===== config.mk =====
export PLATFORM = sky130hd
export DESIGN_NAME = mult_arb_flat
export DESIGN_NICKNAME = d
export VERILOG_FILES = /design/src/rtl/mult_arb_pkg.sv /design/src/rtl/mult_arb_if.sv /design/src/rtl/mult_arb_mult.sv /design/src/rtl/mult_arb.sv /design/src/flat_wrapper.sv
export SDC_FILE = /design/constraint.sdc
export NUM_CORES = 1
export LEC_CHECK = 0
export ABC_AREA = 1
export BUFFER_PORTS_ARGS = -buffer_cell sky130_fd_sc_hd__buf_2
export CORE_MARGIN = 2
export CORE_UTILIZATION = 40
export CTS_BUF_LIST = sky130_fd_sc_hd__clkbuf_16
export DETAILED_ROUTE_END_ITERATION = 8
export PLACE_DENSITY = 0.62
export SYNTH_ARGS = -nofsm -noshare
export SYNTH_HDL_FRONTEND = slang
export SYNTH_SLANG_ARGS = --single-unit

===== constraint.sdc =====
create_clock -name clk -period 2.4 [get_ports clk]
set_clock_uncertainty 0.2 [all_clocks]
set_input_delay 0.12 -clock clk [delete_from_list [all_inputs] [get_ports clk]]
set_output_delay 0.12 -clock clk [all_outputs]
set_load 0.1 [all_outputs]

===== src/rtl/mult_arb_pkg.sv =====
// Shared types and the round-robin grant helper for the mult arbiter.
package mult_arb_pkg;

  typedef enum logic [1:0] {
    IDLE  = 2'd0,
    START = 2'd1,
    WAIT  = 2'd2,
    DONE  = 2'd3
  } arb_state_e;

  localparam int unsigned MAX_REQ = 8;

  // First requester after 'last' (wrapping at n_req-1) with req set; keeps 'last' if none.
  function automatic logic [2:0] rr_next(input logic [MAX_REQ-1:0] req,
                                         input logic [2:0]         last,
                                         input int unsigned        n_req);
    logic [2:0]  pick;
    logic        found;
    logic        hit;
    int unsigned idx;
    pick  = last;
    found = 1'b0;
    for (int unsigned i = 1; i <= MAX_REQ; i++) begin
      idx   = (32'(last) + i) % n_req;
      hit   = !found && (i <= n_req) && req[idx[2:0]];
      pick  = hit ? idx[2:0] : pick;
      found = found | hit;
    end
    return pick;
  endfunction

endpackage


===== src/rtl/mult_arb_if.sv =====
// Requester-side bundle of the mult arbiter: requests, operands, grants and responses.
interface mult_arb_if #(
  parameter int N_REQ    = 2,
  parameter int BW_MCAND = 3,
  parameter int BW_MLIER = 4
);
  localparam int BW_PROD = BW_MCAND + BW_MLIER;

  logic [N_REQ-1:0]          req;
  logic [N_REQ*BW_MCAND-1:0] req_mcand;
  logic [N_REQ*BW_MLIER-1:0] req_mlier;
  logic [N_REQ-1:0]          req_mcand_is_signed;
  logic [N_REQ-1:0]          req_mlier_is_signed;
  logic [N_REQ-1:0]          gnt;
  logic [N_REQ-1:0]          rsp_valid;
  logic [BW_PROD-1:0]        rsp_prod;
  logic                      busy;

  modport master (
    output req, req_mcand, req_mlier, req_mcand_is_signed, req_mlier_is_signed,
    input  gnt, rsp_valid, rsp_prod, busy
  );

  modport slave (
    input  req, req_mcand, req_mlier, req_mcand_is_signed, req_mlier_is_signed,
    output gnt, rsp_valid, rsp_prod, busy
  );

endinterface


===== src/rtl/mult_arb_mult.sv =====
// Sequential shift-add multiplier; operands are extended to the product width so the
// low BW_PROD bits of the sum are correct for every signedness combination.
module mult #(
  parameter int BW_CNT   = 3,
  parameter int BW_MCAND = 3,
  parameter int BW_MLIER = 4
) (
  input  logic                         clk,
  input  logic                         rstx,
  input  logic                         start,
  input  logic                         clear,
  input  logic [BW_MCAND-1:0]          mcand,
  input  logic [BW_MLIER-1:0]          mlier,
  input  logic                         mcand_is_signed,
  input  logic                         mlier_is_signed,
  output logic [BW_MCAND+BW_MLIER-1:0] prod,
  output logic                         prod_valid
);
  localparam int BW_PROD = BW_MCAND + BW_MLIER;

  logic [BW_PROD-1:0] acc_q, acc_d, a_q, a_d, b_q, b_d, sum_s;
  logic [BW_CNT-1:0]  cnt_q, cnt_d;
  logic               run_q, run_d, valid_q, valid_d;

  // One partial product per cycle; prod_valid stays high until the next start or clear.
  always_comb begin
    acc_d   = acc_q;
    a_d     = a_q;
    b_d     = b_q;
    cnt_d   = cnt_q;
    run_d   = run_q;
    valid_d = valid_q;
    sum_s   = acc_q + (b_q[0] ? a_q : {BW_PROD{1'b0}});
    if (clear) begin
      acc_d   = '0;
      cnt_d   = '0;
      run_d   = 1'b0;
      valid_d = 1'b0;
    end else if (start) begin
      acc_d   = '0;
      a_d     = {{(BW_PROD-BW_MCAND){mcand_is_signed & mcand[BW_MCAND-1]}}, mcand};
      b_d     = {{(BW_PROD-BW_MLIER){mlier_is_signed & mlier[BW_MLIER-1]}}, mlier};
      cnt_d   = BW_CNT'(BW_PROD - 1);
      run_d   = 1'b1;
      valid_d = 1'b0;
    end else if (run_q) begin
      acc_d   = sum_s;
      a_d     = a_q << 1;
      b_d     = b_q >> 1;
      cnt_d   = cnt_q - BW_CNT'(1);
      run_d   = (cnt_q != '0);
      valid_d = (cnt_q == '0);
    end else begin
      run_d   = 1'b0;
    end
  end

  always_ff @(posedge clk) begin
    if (!rstx) begin
      acc_q   <= '0;
      a_q     <= '0;
      b_q     <= '0;
      cnt_q   <= '0;
      run_q   <= 1'b0;
      valid_q <= 1'b0;
    end else begin
      acc_q   <= acc_d;
      a_q     <= a_d;
      b_q     <= b_d;
      cnt_q   <= cnt_d;
      run_q   <= run_d;
      valid_q <= valid_d;
    end
  end

  assign prod       = acc_q;
  assign prod_valid = valid_q;

endmodule


===== src/rtl/mult_arb.sv =====
// Round-robin arbiter sharing one sequential mult between N_REQ requesters.
module mult_arb
  import mult_arb_pkg::*;
#(
  parameter int N_REQ    = 2,
  parameter int BW_CNT   = 3,
  parameter int BW_MCAND = 3,
  parameter int BW_MLIER = 4
) (
  input  logic       clk,
  input  logic       rstx,
  input  logic       clear,
  mult_arb_if.slave  bus
);
  localparam int BW_PROD = BW_MCAND + BW_MLIER;

  arb_state_e          state_q, state_d;
  logic [2:0]          gnt_idx_q, gnt_idx_d, last_q, last_d, pick_s;
  logic [BW_MCAND-1:0] mcand_q, mcand_d, mcand_sel_s;
  logic [BW_MLIER-1:0] mlier_q, mlier_d, mlier_sel_s;
  logic                mcand_sgn_q, mcand_sgn_d, mlier_sgn_q, mlier_sgn_d;
  logic [N_REQ-1:0]    gnt_q, gnt_d, rsp_valid_q, rsp_valid_d, onehot_s;
  logic                busy_q, busy_d, rst_dly_q;
  logic [BW_PROD-1:0]  rsp_prod_q, rsp_prod_d, prod_s;
  logic [MAX_REQ-1:0]  req_pad_s;
  logic                prod_valid_s, mult_start_s, mult_clear_s;

  // Arbitration, operand latch, FSM next state and registered-output next values.
  always_comb begin
    req_pad_s              = '0;
    req_pad_s[N_REQ-1:0]   = bus.req;
    pick_s                 = rr_next(req_pad_s, last_q, N_REQ);
    mcand_sel_s            = '0;
    mlier_sel_s            = '0;
    for (int i = 0; i < N_REQ; i++) begin
      mcand_sel_s = (pick_s == 3'(i)) ? bus.req_mcand[i*BW_MCAND +: BW_MCAND] : mcand_sel_s;
      mlier_sel_s = (pick_s == 3'(i)) ? bus.req_mlier[i*BW_MLIER +: BW_MLIER] : mlier_sel_s;
    end
    state_d     = state_q;
    gnt_idx_d   = gnt_idx_q;
    last_d      = last_q;
    mcand_d     = mcand_q;
    mlier_d     = mlier_q;
    mcand_sgn_d = mcand_sgn_q;
    mlier_sgn_d = mlier_sgn_q;
    rsp_prod_d  = rsp_prod_q;
    case (state_q)
      IDLE: begin
        if (|bus.req) begin
          state_d     = START;
          gnt_idx_d   = pick_s;
          mcand_d     = mcand_sel_s;
          mlier_d     = mlier_sel_s;
          mcand_sgn_d = bus.req_mcand_is_signed[pick_s];
          mlier_sgn_d = bus.req_mlier_is_signed[pick_s];
        end else begin
          state_d = IDLE;
        end
      end
      START: state_d = WAIT;
      WAIT: begin
        if (prod_valid_s) begin
          state_d    = DONE;
          rsp_prod_d = prod_s;
        end else begin
          state_d = WAIT;
        end
      end
      DONE: begin
        state_d = IDLE;
        last_d  = gnt_idx_q;
      end
      default: state_d = IDLE;
    endcase
    // A flush abandons the operation without touching the round-robin pointer.
    if (clear) begin
      state_d     = IDLE;
      gnt_idx_d   = gnt_idx_q;
      last_d      = last_q;
      mcand_d     = mcand_q;
      mlier_d     = mlier_q;
      mcand_sgn_d = mcand_sgn_q;
      mlier_sgn_d = mlier_sgn_q;
      rsp_prod_d  = '0;
    end else begin
      rsp_prod_d  = rsp_prod_d;
    end
    onehot_s    = {{(N_REQ-1){1'b0}}, 1'b1} << gnt_idx_d;
    gnt_d       = (state_d != IDLE) ? onehot_s : '0;
    rsp_valid_d = (state_d == DONE) ? onehot_s : '0;
    busy_d      = (state_d != IDLE);
  end

  always_ff @(posedge clk) begin
    if (!rstx) begin
      state_q     <= IDLE;
      gnt_idx_q   <= '0;
      last_q      <= 3'(N_REQ - 1);
      mcand_q     <= '0;
      mlier_q     <= '0;
      mcand_sgn_q <= 1'b0;
      mlier_sgn_q <= 1'b0;
      rsp_prod_q  <= '0;
      gnt_q       <= '0;
      rsp_valid_q <= '0;
      busy_q      <= 1'b0;
      rst_dly_q   <= 1'b1;
    end else begin
      state_q     <= state_d;
      gnt_idx_q   <= gnt_idx_d;
      last_q      <= last_d;
      mcand_q     <= mcand_d;
      mlier_q     <= mlier_d;
      mcand_sgn_q <= mcand_sgn_d;
      mlier_sgn_q <= mlier_sgn_d;
      rsp_prod_q  <= rsp_prod_d;
      gnt_q       <= gnt_d;
      rsp_valid_q <= rsp_valid_d;
      busy_q      <= busy_d;
      rst_dly_q   <= 1'b0;
    end
  end

  // The mult is also held in clear for the first cycle out of reset.
  assign mult_start_s = (state_q == START);
  assign mult_clear_s = ~rstx | clear | rst_dly_q;

  mult #(
    .BW_CNT   (BW_CNT),
    .BW_MCAND (BW_MCAND),
    .BW_MLIER (BW_MLIER)
  ) u_mult (
    .clk             (clk),
    .rstx            (rstx),
    .start           (mult_start_s),
    .clear           (mult_clear_s),
    .mcand           (mcand_q),
    .mlier           (mlier_q),
    .mcand_is_signed (mcand_sgn_q),
    .mlier_is_signed (mlier_sgn_q),
    .prod            (prod_s),
    .prod_valid      (prod_valid_s)
  );

  assign bus.gnt       = gnt_q;
  assign bus.rsp_valid = rsp_valid_q & {N_REQ{rstx & ~clear}};
  assign bus.rsp_prod  = rsp_prod_q;
  assign bus.busy      = busy_q;

endmodule


===== src/flat_wrapper.sv =====
// flat-port wrapper written by rule: the top's interface ports become plain ports
module mult_arb_flat import mult_arb_pkg::*;
#(
  parameter int N_REQ    = 2,
  parameter int BW_CNT   = 3,
  parameter int BW_MCAND = 3,
  parameter int BW_MLIER = 4
)
  (clk, rstx, clear, bus_req, bus_req_mcand, bus_req_mlier, bus_req_mcand_is_signed, bus_req_mlier_is_signed, bus_gnt, bus_rsp_valid, bus_rsp_prod, bus_busy);
  mult_arb_if #(.N_REQ(N_REQ), .BW_MCAND(BW_MCAND), .BW_MLIER(BW_MLIER)) bus_i ();
  input  logic clk;
  input  logic rstx;
  input  logic clear;
  input wire logic [$bits(bus_i.req)-1:0] bus_req;
  input wire logic [$bits(bus_i.req_mcand)-1:0] bus_req_mcand;
  input wire logic [$bits(bus_i.req_mlier)-1:0] bus_req_mlier;
  input wire logic [$bits(bus_i.req_mcand_is_signed)-1:0] bus_req_mcand_is_signed;
  input wire logic [$bits(bus_i.req_mlier_is_signed)-1:0] bus_req_mlier_is_signed;
  output wire logic [$bits(bus_i.gnt)-1:0] bus_gnt;
  output wire logic [$bits(bus_i.rsp_valid)-1:0] bus_rsp_valid;
  output wire logic [$bits(bus_i.rsp_prod)-1:0] bus_rsp_prod;
  output wire logic [$bits(bus_i.busy)-1:0] bus_busy;
  assign bus_i.req = bus_req;
  assign bus_i.req_mcand = bus_req_mcand;
  assign bus_i.req_mlier = bus_req_mlier;
  assign bus_i.req_mcand_is_signed = bus_req_mcand_is_signed;
  assign bus_i.req_mlier_is_signed = bus_req_mlier_is_signed;
  assign bus_gnt = bus_i.gnt;
  assign bus_rsp_valid = bus_i.rsp_valid;
  assign bus_rsp_prod = bus_i.rsp_prod;
  assign bus_busy = bus_i.busy;
  mult_arb #(.N_REQ(N_REQ), .BW_CNT(BW_CNT), .BW_MCAND(BW_MCAND), .BW_MLIER(BW_MLIER)) u_core (.clk(clk), .rstx(rstx), .clear(clear), .bus(bus_i));
endmodule

==> key figures, run 1 <==
CTS
  – CTS clock-pin slew for the worst setup and hold paths: 70 ps
  – # Post-CTS Setup Buffers: 0
  – Maximum clock path buffer count: 2
  – CTS tree: done
  – Clock buffer count from CTS: 5
  – Clock root cell: clkbuf_16
  – H-tree lvl count: 2
  – CTS Sinks: 56
  – Clock latency on the worst-skew pair: 290 ps

Synth
  – Synth top area cells: dfxtp_1 (41%), nand2_1 (12%), inv_1 (6.9%)
  – Sequential area share after synthesis: 0.411
  – Avg Cell Area, Syn: 7.43 sq um
  – Mapped Cells: 367
  – Seq cells post-synth: 56
  – Area leader, netlist: dfxtp_1
  – Synth Warn #: 0
  – Netlist cell types: 34
  – Post-synth top area share: 0.411
  – Synthesized cell area: 2730 sq um
  – Syn Nets: 403

Floorplanning
  – Row cnt: 30
  – Die width: 86.6 um
  – Initial Util: 0.408
  – Core Region: 6680 sq um
  – IO Count: 35
  – Die Height: 86.6 um
  – Die area: 7490 sq um

Drt
  – Vias per std cell: 4.67
  – DRT Pass-1 Iters: 4
  – DRC: 0
  – Total wire length: 5600 um
  – DRT antenna net count: 0
  – Vias: 2350
  – DRT iter0 DRCs: 77
  – Avg WL per Cell: 11.1 um

Pwr
  – Leak: 1.58 nW
  – Maximum VDD drop: 368 uV
  – Total internal power: 1.43 mW
  – Clock power share: 0.378
  – Sw frac: 0.246
  – Final Power: 1.89 mW
  – Net Sw Power: 465 uW
  – Seq pwr share: 0.513
  – Gate power share: 0.108
  – Power Density: 571 nW/um^2

Run status
  – Status: complete, no violations

Timing
  – Setup TNS: 0 ps
  – Fin crit share: 0.899
  – Final slew viol count: 0
  – Setup ws final: 243 ps
  – Max-slew headroom: 0.673
  – Worst-margin pin slew: 493 ps
  – Max Freq: 464 MHz
  – # setup viols final: 0
  – Fin crit period: 2160 ps
  – RSZ-0062 raised after global routing: false
  – Hold Fails Final Rpt: 0

Placement
  – GPL Wtd Cong: 0.795
  – # port buffers: 34
  – Final HPWL DP: 4080 um
  – Placed standard-cell area: 2950 sq um
  – Worst slack, placed: 400 ps

Cells and area
  – P&R area growth vs syn: 21.3%
  – Layout cells sized above 1: 0.163
  – Cell area after layout: 3310 sq um
  – Final net count: 458
  – Finished Core Util: 0.495
  – Commonest non-fill, non-tap cell in the layout: nand2_1
  – Most frequent cells in the layout: nand2_1 (89), dfxtp_1 (56), inv_1 (50)
  – Ant diodes: 0
  – Fillers: 673

Flow run
  – MaxCap Viol Count: 0

Min path
  – Min-delay worst type: input pin to flip-flop

Worst setup path
  – Data arrival time of the worst path: 2140 ps
  – Worst path bufs/invs: 5
  – Cells along the critical path: inv_1 -> ha_1 -> inv_1 -> nor2_2 -> nand2_2 -> inv_4 -> nand3_1 -> dlygate4sd3_1 -> o211ai_1 -> inv_1
  – CP Launch Type: flip-flop
  – Required @ worst endpoint: 2380 ps
  – Top delay family on crit path: buffers and inverters
  – CP peak stage delay: 560 ps
  – Most Frequent Cell on Critical Path: inv_1
  – Crit Path Max Fanout: 18
  – Crit-path slowest cell: dlygate4sd3_1
  – Critical Path Sink Type: flip-flop
  – Crit path kind: flip-flop to flip-flop

GRT
  – Initial antenna violation count: 0
  – Remaining global-route overflow: 0
  – Total global-route track usage: 0.163
  – Vias in the first global route: 2282
  – Largest net degree at the start of global routing: 26
  – First-pass GRT wire length: 9870 um
-- Yosys cell counts, drive strengths merged --
library cell  count
a31oi            11
nand4             2
a21oi            20
clkinv            2
nor2             39
o211ai            4
xnor2             1
ha               12
inv              54
buf              10
nand3            22
or2               3
nor3              1
xor2              1
o21a              7
a211oi            1
o21ai            27
clkbuf            1
dfxtp            56
nand2            92
fa                1
-- what timing repair did --
item	in CTS	in global routing
setup endpoints to repair	0	4
hold buffers	21	0
resized for setup	0	2
endpoints found under the hold margin	12	0
-- layout make-up --
| class | instances | area (sq um) | share of cell area |
|---|---|---|---|
| tap | 80 | 100 | 0.0303 |
| inverter | 56 | 215 | 0.0651 |
| multi-input combinational | 244 | 1320 | 0.398 |
| sequential | 56 | 1120 | 0.339 |
| clock inverter | 3 | 17.5 | 0.00530 |
| clock buffer | 5 | 125 | 0.0378 |
| timing repair buffer | 59 | 410 | 0.124 |
-- worst min-delay path, stage by stage --
cell and delay, ps:
buf_2 90, nor2_1 60, nor2_2 110, a21oi_1 70, nor2_1 130
-- logic make-up after synthesis --
family                     Yosys count  share of synthesized area
buffers and inverters               67                      0.106
AOI/OAI and AO/OA                   70                      0.161
xor gates and xnor gates             2                    0.00643
adders and majority gates           13                     0.0624
and+or+nand+nor                    159                      0.253
DFF                                 56                      0.411
-- power by group through the flow --
stage	Combinational (mW)	Clock (mW)	Sequential (mW)
after floorplan	0.111	0	1.01
after global placement	0.170	0	0.991
after detailed placement	0.173	0	0.992
after CTS	0.203	0.740	0.970
after global routing	0.230	0.781	0.973
final	0.205	0.715	0.970
-- path summary, 6_finish.rpt --
check | end | start | depth (start not counted) | slack, ps
hold / removal | u_core.state_q[0] | bus_req[0] | 5 | 130
setup / recovery | u_core.mcand_sgn_q | u_core.state_q[0] | 10 | 240
setup reg to reg | u_core.mcand_sgn_q | u_core.state_q[0] | 10 | 240
hold reg to reg | u_core.gnt_idx_q[2] | u_core.gnt_idx_q[2] | 2 | 260
-- flip-flops by register name, summed over array words and instances, names as in the netlist, 3 cells and up --
name,count
u_core.bus.rsp_prod,7
u_core.gnt_idx_q,3
u_core.last_q,3
u_core.mcand_q,3
u_core.mlier_q,4
u_core.u_mult.a_q,7
u_core.u_mult.b_q,7
u_core.u_mult.cnt_q,3
u_core.u_mult.prod,7
-- per-stage QoR --
stage	hold slack (ps)	instances
floorplan	110	367
global placement	208	474
detailed placement	211	474
CTS	134	503
global route	196	503
finish	133	503
-- routing by layer --
metal  vias to the layer above  part of all wire  GRT usage
li1                       1280                 -          -
met1                      1032              0.49      0.199
met2                        33              0.47      0.289
met3                         5             0.027     0.0305
met4                         0            0.0087     0.0511
met5                         -                 0          0
No activity file was read; power rests on OpenSTA's default activity.
==> inputs of run 2 (changes only) <==
- CORE_UTILIZATION: 40 -> 57
- PLACE_DENSITY: 0.62 -> 0.82
==> run 2 against run 1 <==
Effect of this change: total power down 2.0%; design area is 1.6% lower; die area fell by 29%; via count increased by 3.4%; combinational power about the same; sequential power about the same; global-route usage rose by 7.1 points; wire length down 1.7%; sequential share of layout area up 0.55 points; critical path type unchanged; highest routed layer unchanged.
==> key figures, run 2 (synthesized netlist as in run 1, its figures left out) <==
Run status
  – Status: complete, no violations

Placement
  – Worst slack, placed: 419 ps (+18.9 ps)
  – Dpl cells: 448 (-5.5%)
  – Final HPWL DP: 3910 um (-4.1%)
  – # port buffers: 34 (unchanged)
  – GPL Wtd Cong: 0.928 (+17%)
  – Placed standard-cell area: 2920 sq um (-1.1%)

CTS
  – Clock latency on the worst-skew pair: 290 ps (about the same)
  – CTS clock-pin slew for the worst setup and hold paths: 60 ps (about the same)
  – Clock root cell: clkbuf_16
  – Clock buffer count from CTS: 5 (unchanged)
  – H-tree lvl count: 2 (unchanged)
  – Maximum clock path buffer count: 2 (unchanged)
  – CTS tree: done
  – # Post-CTS Setup Buffers: 0 (unchanged)
  – CTS Sinks: 56 (unchanged)

Worst setup path
  – Data arrival time of the worst path: 2280 ps (+140 ps)
  – R2R setup slack: 150 ps (-90 ps)
  – CP peak stage delay: 560 ps (about the same)
  – Top delay family on crit path: buffers and inverters
  – Crit-path slowest cell: dlygate4sd3_1
  – Worst r2r dst: u_core.mlier_sgn_q
  – Required @ worst endpoint: 2430 ps (+50 ps)
  – Crit path kind: flip-flop to flip-flop
  – R2R depth: 10 (unchanged)
  – Cells along the critical path: inv_1 -> ha_1 -> inv_1 -> nor2_2 -> nand2_2 -> clkinv_2 -> nand3_1 -> dlygate4sd3_1 -> o211ai_1 -> inv_1
  – CP Launch Type: flip-flop
  – Most Frequent Cell on Critical Path: inv_1
  – Critical Path Sink Type: flip-flop
  – Crit Path Max Fanout: 18 (unchanged)
  – Worst r2r src: u_core.state_q[0]
  – Worst path bufs/invs: 5 (unchanged)

Drt
  – Vias: 2430 (+3.4%)
  – DRT Pass-1 Iters: 4 (unchanged)
  – DRT iter0 DRCs: 135 (+75%)
  – Vias per std cell: 5.12 (+9.5%)
  – Total wire length: 5510 um (-1.7%)
  – DRC: 0 (unchanged)
  – DRT antenna net count: 0 (unchanged)
  – Avg WL per Cell: 11.6 um (+4.1%)

Pwr
  – Sw frac: 0.237 (-0.00937)
  – Leak: 1.58 nW (-0.22%)
  – Power Density: 569 nW/um^2 (-0.44%)
  – Net Sw Power: 438 uW (-5.8%)
  – Maximum VDD drop: 382 uV (+4.0%)
  – Seq pwr share: 0.524 (+0.011)
  – Final Power: 1.85 mW (-2.0%)
  – Gate power share: 0.110 (+0.002)
  – Total internal power: 1.41 mW (-0.81%)
  – Clock power share: 0.366 (-0.012)

Floorplanning
  – Core Region: 4660 sq um (-30%)
  – Die Height: 73.2 um (-15%)
  – Die area: 5350 sq um (-29%)
  – Die width: 73.2 um (-15%)
  – Initial Util: 0.585 (+0.177)
  – Row cnt: 25 (-17%)
  – IO Count: 35 (unchanged)

Timing
  – Hold Fails Final Rpt: 0 (unchanged)
  – Max Freq: 445 MHz (-4.0%)
  – Fin crit share: 0.936 (+0.0372)
  – Worst-margin pin slew: 488 ps (-5.55 ps)
  – Max-slew headroom: 0.677 (+0.00368)
  – Final slew viol count: 0 (unchanged)
  – Fin crit period: 2250 ps (+89.3 ps)
  – Setup ws final: 153 ps (-89.3 ps)
  – Setup TNS: 0 ps (unchanged)
  – # setup viols final: 0 (unchanged)
  – Hold slack: 12.0 ps (-121 ps)
  – RSZ-0062 raised after global routing: false

Min path
  – Hold Path Origin: bus_req_mcand_is_signed[1]
  – Hold Crit Depth: 5 (unchanged)
  – Min-delay worst type: input pin to flip-flop
  – Worst Hold End: u_core.mcand_sgn_q

Cells and area
  – Ant diodes: 0 (unchanged)
  – Fillers: 362 (-46%)
  – Cell area after layout: 3250 sq um (-1.6%)
  – Finished Core Util: 0.698 (+0.203)
  – Most frequent cells in the layout: nand2_1 (89), dfxtp_1 (56), inv_1 (51)
  – Layout cells sized above 1: 0.162 (-0.00160)
  – P&R area growth vs syn: 19.4%
  – Commonest non-fill, non-tap cell in the layout: nand2_1
  – Final net count: 457 (-0.22%)
  – Fin cells: 475 (-5.6%)

GRT
  – Vias in the first global route: 2343 (+2.7%)
  – First-pass GRT wire length: 9850 um (-0.27%)
  – Total global-route track usage: 0.234 (+0.0706)
  – Initial antenna violation count: 0 (unchanged)
  – Largest net degree at the start of global routing: 26 (unchanged)
  – Remaining global-route overflow: 0 (unchanged)

Flow run
  – MaxCap Viol Count: 0 (unchanged)
run 2: changes by cell type in the layout (fill, tap and decap cells not counted), sizes merged:
cell	change
dlygate4sd3	-1
inv	-1
run 2: worst max path at each step:
stage | from | to | slack, ps | cells after the start
finish | u_core.state_q[0] | u_core.mlier_sgn_q | 150 | 10
global route | u_core.state_q[0] | u_core.mlier_sgn_q | 9 | 10
CTS | u_core.state_q[0] | u_core.mlier_sgn_q | 170 | 10
detailed placement | u_core.u_mult.a_q[0] | u_core.u_mult.prod[4] | 420 | 12
global placement | u_core.u_mult.a_q[0] | u_core.u_mult.prod[4] | 500 | 12
floorplan | u_core.u_mult.b_q[0] | u_core.u_mult.prod[4] | 450 | 13
run 2: final cells by class:
cell class	instances	area [sq um]	share of cell area
Clock buffer	5	125	0.0384
Clock inverter	2	8.76	0.00269
Inverter	56	214	0.0657
Multi-Input combinational cell	244	1320	0.405
Sequential cell	56	1120	0.344
Tap cell	54	67.6	0.0208
Timing Repair Buffer	58	400	0.123
run 2: routing by layer:
metal	track usage	wire length, um	share of wire	vias to the layer above
met5	0	0	0	-
met4	0.0823	104	0.019	0
met3	0.0359	183	0.033	11
met2	0.420	2780	0.51	48
met1	0.280	2440	0.44	1096
li1	-	-	-	1275
run 2: power by group through the flow:
stage | sequential (mW) | combinational (mW) | clock (mW)
2_1_floorplan | 1.01 | 0.111 | 0
3_3_place_gp | 0.990 | 0.167 | 0
3_5_place_dp | 0.991 | 0.172 | 0
4_1_cts | 0.970 | 0.201 | 0.688
5_1_grt | 0.973 | 0.229 | 0.723
6_report | 0.970 | 0.203 | 0.678
run 2: worst reg2reg max path: cells and delay by family, from the launching register on:
kind | cells | cell delay, ps
flip-flops | 1 | 360
adder cells (fa/ha/maj) | 1 | 200
AO/OA/AOI/OAI | 1 | 90
AND/OR/NAND/NOR | 3 | 340
buffers and inverters | 5 | 1000
run 2: repair_timing:
action / in CTS / in global routing
hold endpoints to repair: 13 / 0
setup endpoints to repair: 0 / 2
hold buffers: 20 / 0
gates resized for setup: 0 / 1
==> inputs of run 3 (changes only) <==
- PLACE_DENSITY: 0.82 -> 0.78
==> run 3 against run 2 <==
Effect of this change: setup slack improved by 18 ps; largest power group unchanged; critical path type unchanged; total power rose by 12%; sequential power barely moved.
==> key figures, run 3 (synthesized netlist as in run 1, its figures left out) <==
Drt
  – DRT antenna net count: 0 (unchanged)
  – Vias per std cell: 5.11 (-0.21%)
  – Vias: 2425 (-0.21%)
  – DRT iter0 DRCs: 76 (-44%)
  – DRC: 0 (unchanged)
  – Avg WL per Cell: 11.8 um (+1.8%)
  – Total wire length: 5610 um (+1.8%)
  – DRT Pass-1 Iters: 4 (unchanged)

Cells and area
  – P&R area growth vs syn: 21.3%
  – Commonest non-fill, non-tap cell in the layout: nand2_1
  – Fillers: 365 (+0.83%)
  – Finished Core Util: 0.710 (+0.0113)
  – Ant diodes: 0 (unchanged)
  – Most frequent cells in the layout: nand2_1 (89), dfxtp_1 (56), inv_1 (50)
  – Layout cells sized above 1: 0.164 (+0.00238)
  – Final net count: 457 (unchanged)

GRT
  – First-pass GRT wire length: 9560 um (-2.9%)
  – Remaining global-route overflow: 0 (unchanged)
  – Vias in the first global route: 2313 (-1.3%)
  – Total global-route track usage: 0.229 (-0.00482)
  – Initial antenna violation count: 0 (unchanged)
  – Largest net degree at the start of global routing: 26 (unchanged)

Floorplanning
  – Die Height: 73.2 um (unchanged)
  – IO Count: 35 (unchanged)
  – Core Region: 4660 sq um (unchanged)
  – Initial Util: 0.585 (unchanged)
  – Die width: 73.2 um (unchanged)
  – Row cnt: 25 (unchanged)
  – Die area: 5350 sq um (unchanged)

Worst setup path
  – R2R setup slack: 170 ps (+20 ps)
  – Critical Path Sink Type: flip-flop
  – Crit Path Max Fanout: 18 (unchanged)
  – Required @ worst endpoint: 2380 ps (-50 ps)
  – CP Launch Type: flip-flop
  – Crit path kind: flip-flop to flip-flop
  – Data arrival time of the worst path: 2210 ps (-70 ps)

Pwr
  – Power Density: 630 nW/um^2 (+11%)
  – Leak: 1.60 nW (+1.1%)
  – Maximum VDD drop: 487 uV (+27%)
  – Final Power: 2.08 mW (+12%)

Timing
  – Setup TNS: 0 ps (unchanged)
  – RSZ-0062 raised after global routing: false
  – # setup viols final: 0 (unchanged)
  – Max-slew headroom: 0.678 (about the same)
  – Fin crit period: 2230 ps (-18.0 ps)
  – Worst-margin pin slew: 487 ps (-0.699 ps)
  – Fin crit share: 0.929 (-0.00751)
  – Hold slack: 54.4 ps (+42.4 ps)
  – Hold Fails Final Rpt: 0 (unchanged)
  – Final slew viol count: 0 (unchanged)
  – Max Freq: 449 MHz (+0.81%)

Placement
  – # port buffers: 34 (unchanged)
  – GPL Wtd Cong: 0.877 (-5.5%)
  – Final HPWL DP: 3780 um (-3.4%)

Flow run
  – MaxCap Viol Count: 0 (unchanged)

Min path
  – Min-delay worst type: input pin to flip-flop

CTS
  – Clock buffer count from CTS: 5 (unchanged)
  – CTS Sinks: 56 (unchanged)
  – Clock latency on the worst-skew pair: 290 ps (about the same)
  – Maximum clock path buffer count: 2 (unchanged)
  – Clock root cell: clkbuf_16
  – H-tree lvl count: 2 (unchanged)
  – CTS clock-pin slew for the worst setup and hold paths: 70 ps (about the same)
  – CTS tree: done

Run status
  – Status: complete, no violations
-- run 3: layout make-up --
type                            instances  area (sq um)  share of cell area
Multi-Input combinational cell        244          1320               0.398
Sequential cell                        56          1120               0.339
Timing Repair Buffer                   58           400               0.121
Inverter                               56           215              0.0651
Clock buffer                            5           125              0.0378
Tap cell                               54          67.6              0.0204
Clock inverter                          2          60.1              0.0182
-- run 3: worst max-delay path: stages, from the launching register on --
cell           delay [ps]
dfxtp_1               330
inv_1                  90
ha_1                  160
inv_1                  60
nor2_2                130
nand2_2               130
inv_4                 180
nand3_1               100
dlygate4sd3_1         590
o211ai_1              100
inv_1                  50
-- run 3: stage by stage --
step	worst slack [ps]	cell area, sq um	instances
after detailed placement	433	2920	448
after global placement	500	2920	448
after floorplan	454	2730	367
after global routing	35.7	3310	475
after CTS	148	3300	475
final	171	3310	475
-- run 3: final timing paths --
path	startpoint	cells past startpoint	end
max reg2reg	u_core.state_q[0]	10	u_core.mcand_sgn_q
min reg2reg	u_core.gnt_idx_q[2]	2	u_core.gnt_idx_q[2]
max	u_core.state_q[0]	10	u_core.mcand_sgn_q
min	rstx	5	u_core.u_mult.cnt_q[2]
-- run 3: where the power goes --
group	switching (mW)	total, mW	internal, mW
Clock	0.313	0.905	0.592
Combinational	0.123	0.206	0.0836
Sequential	0.0151	0.970	0.955
-- run 3: layer usage --
metal | share of wire | global-route usage | vias to the layer above
met4 | 0.017 | 0.0844 | 0
met2 | 0.50 | 0.415 | 55
met5 | 0 | 0 | -
li1 | - | - | 1275
met1 | 0.45 | 0.263 | 1088
met3 | 0.035 | 0.0456 | 7
-- run 3: timing repair --
item,in CTS,in global routing
buffers inserted,0,0
setup endpoints to repair,0,1
hold buffers,20,0
resized for setup,0,2
hold endpoints to repair,13,0
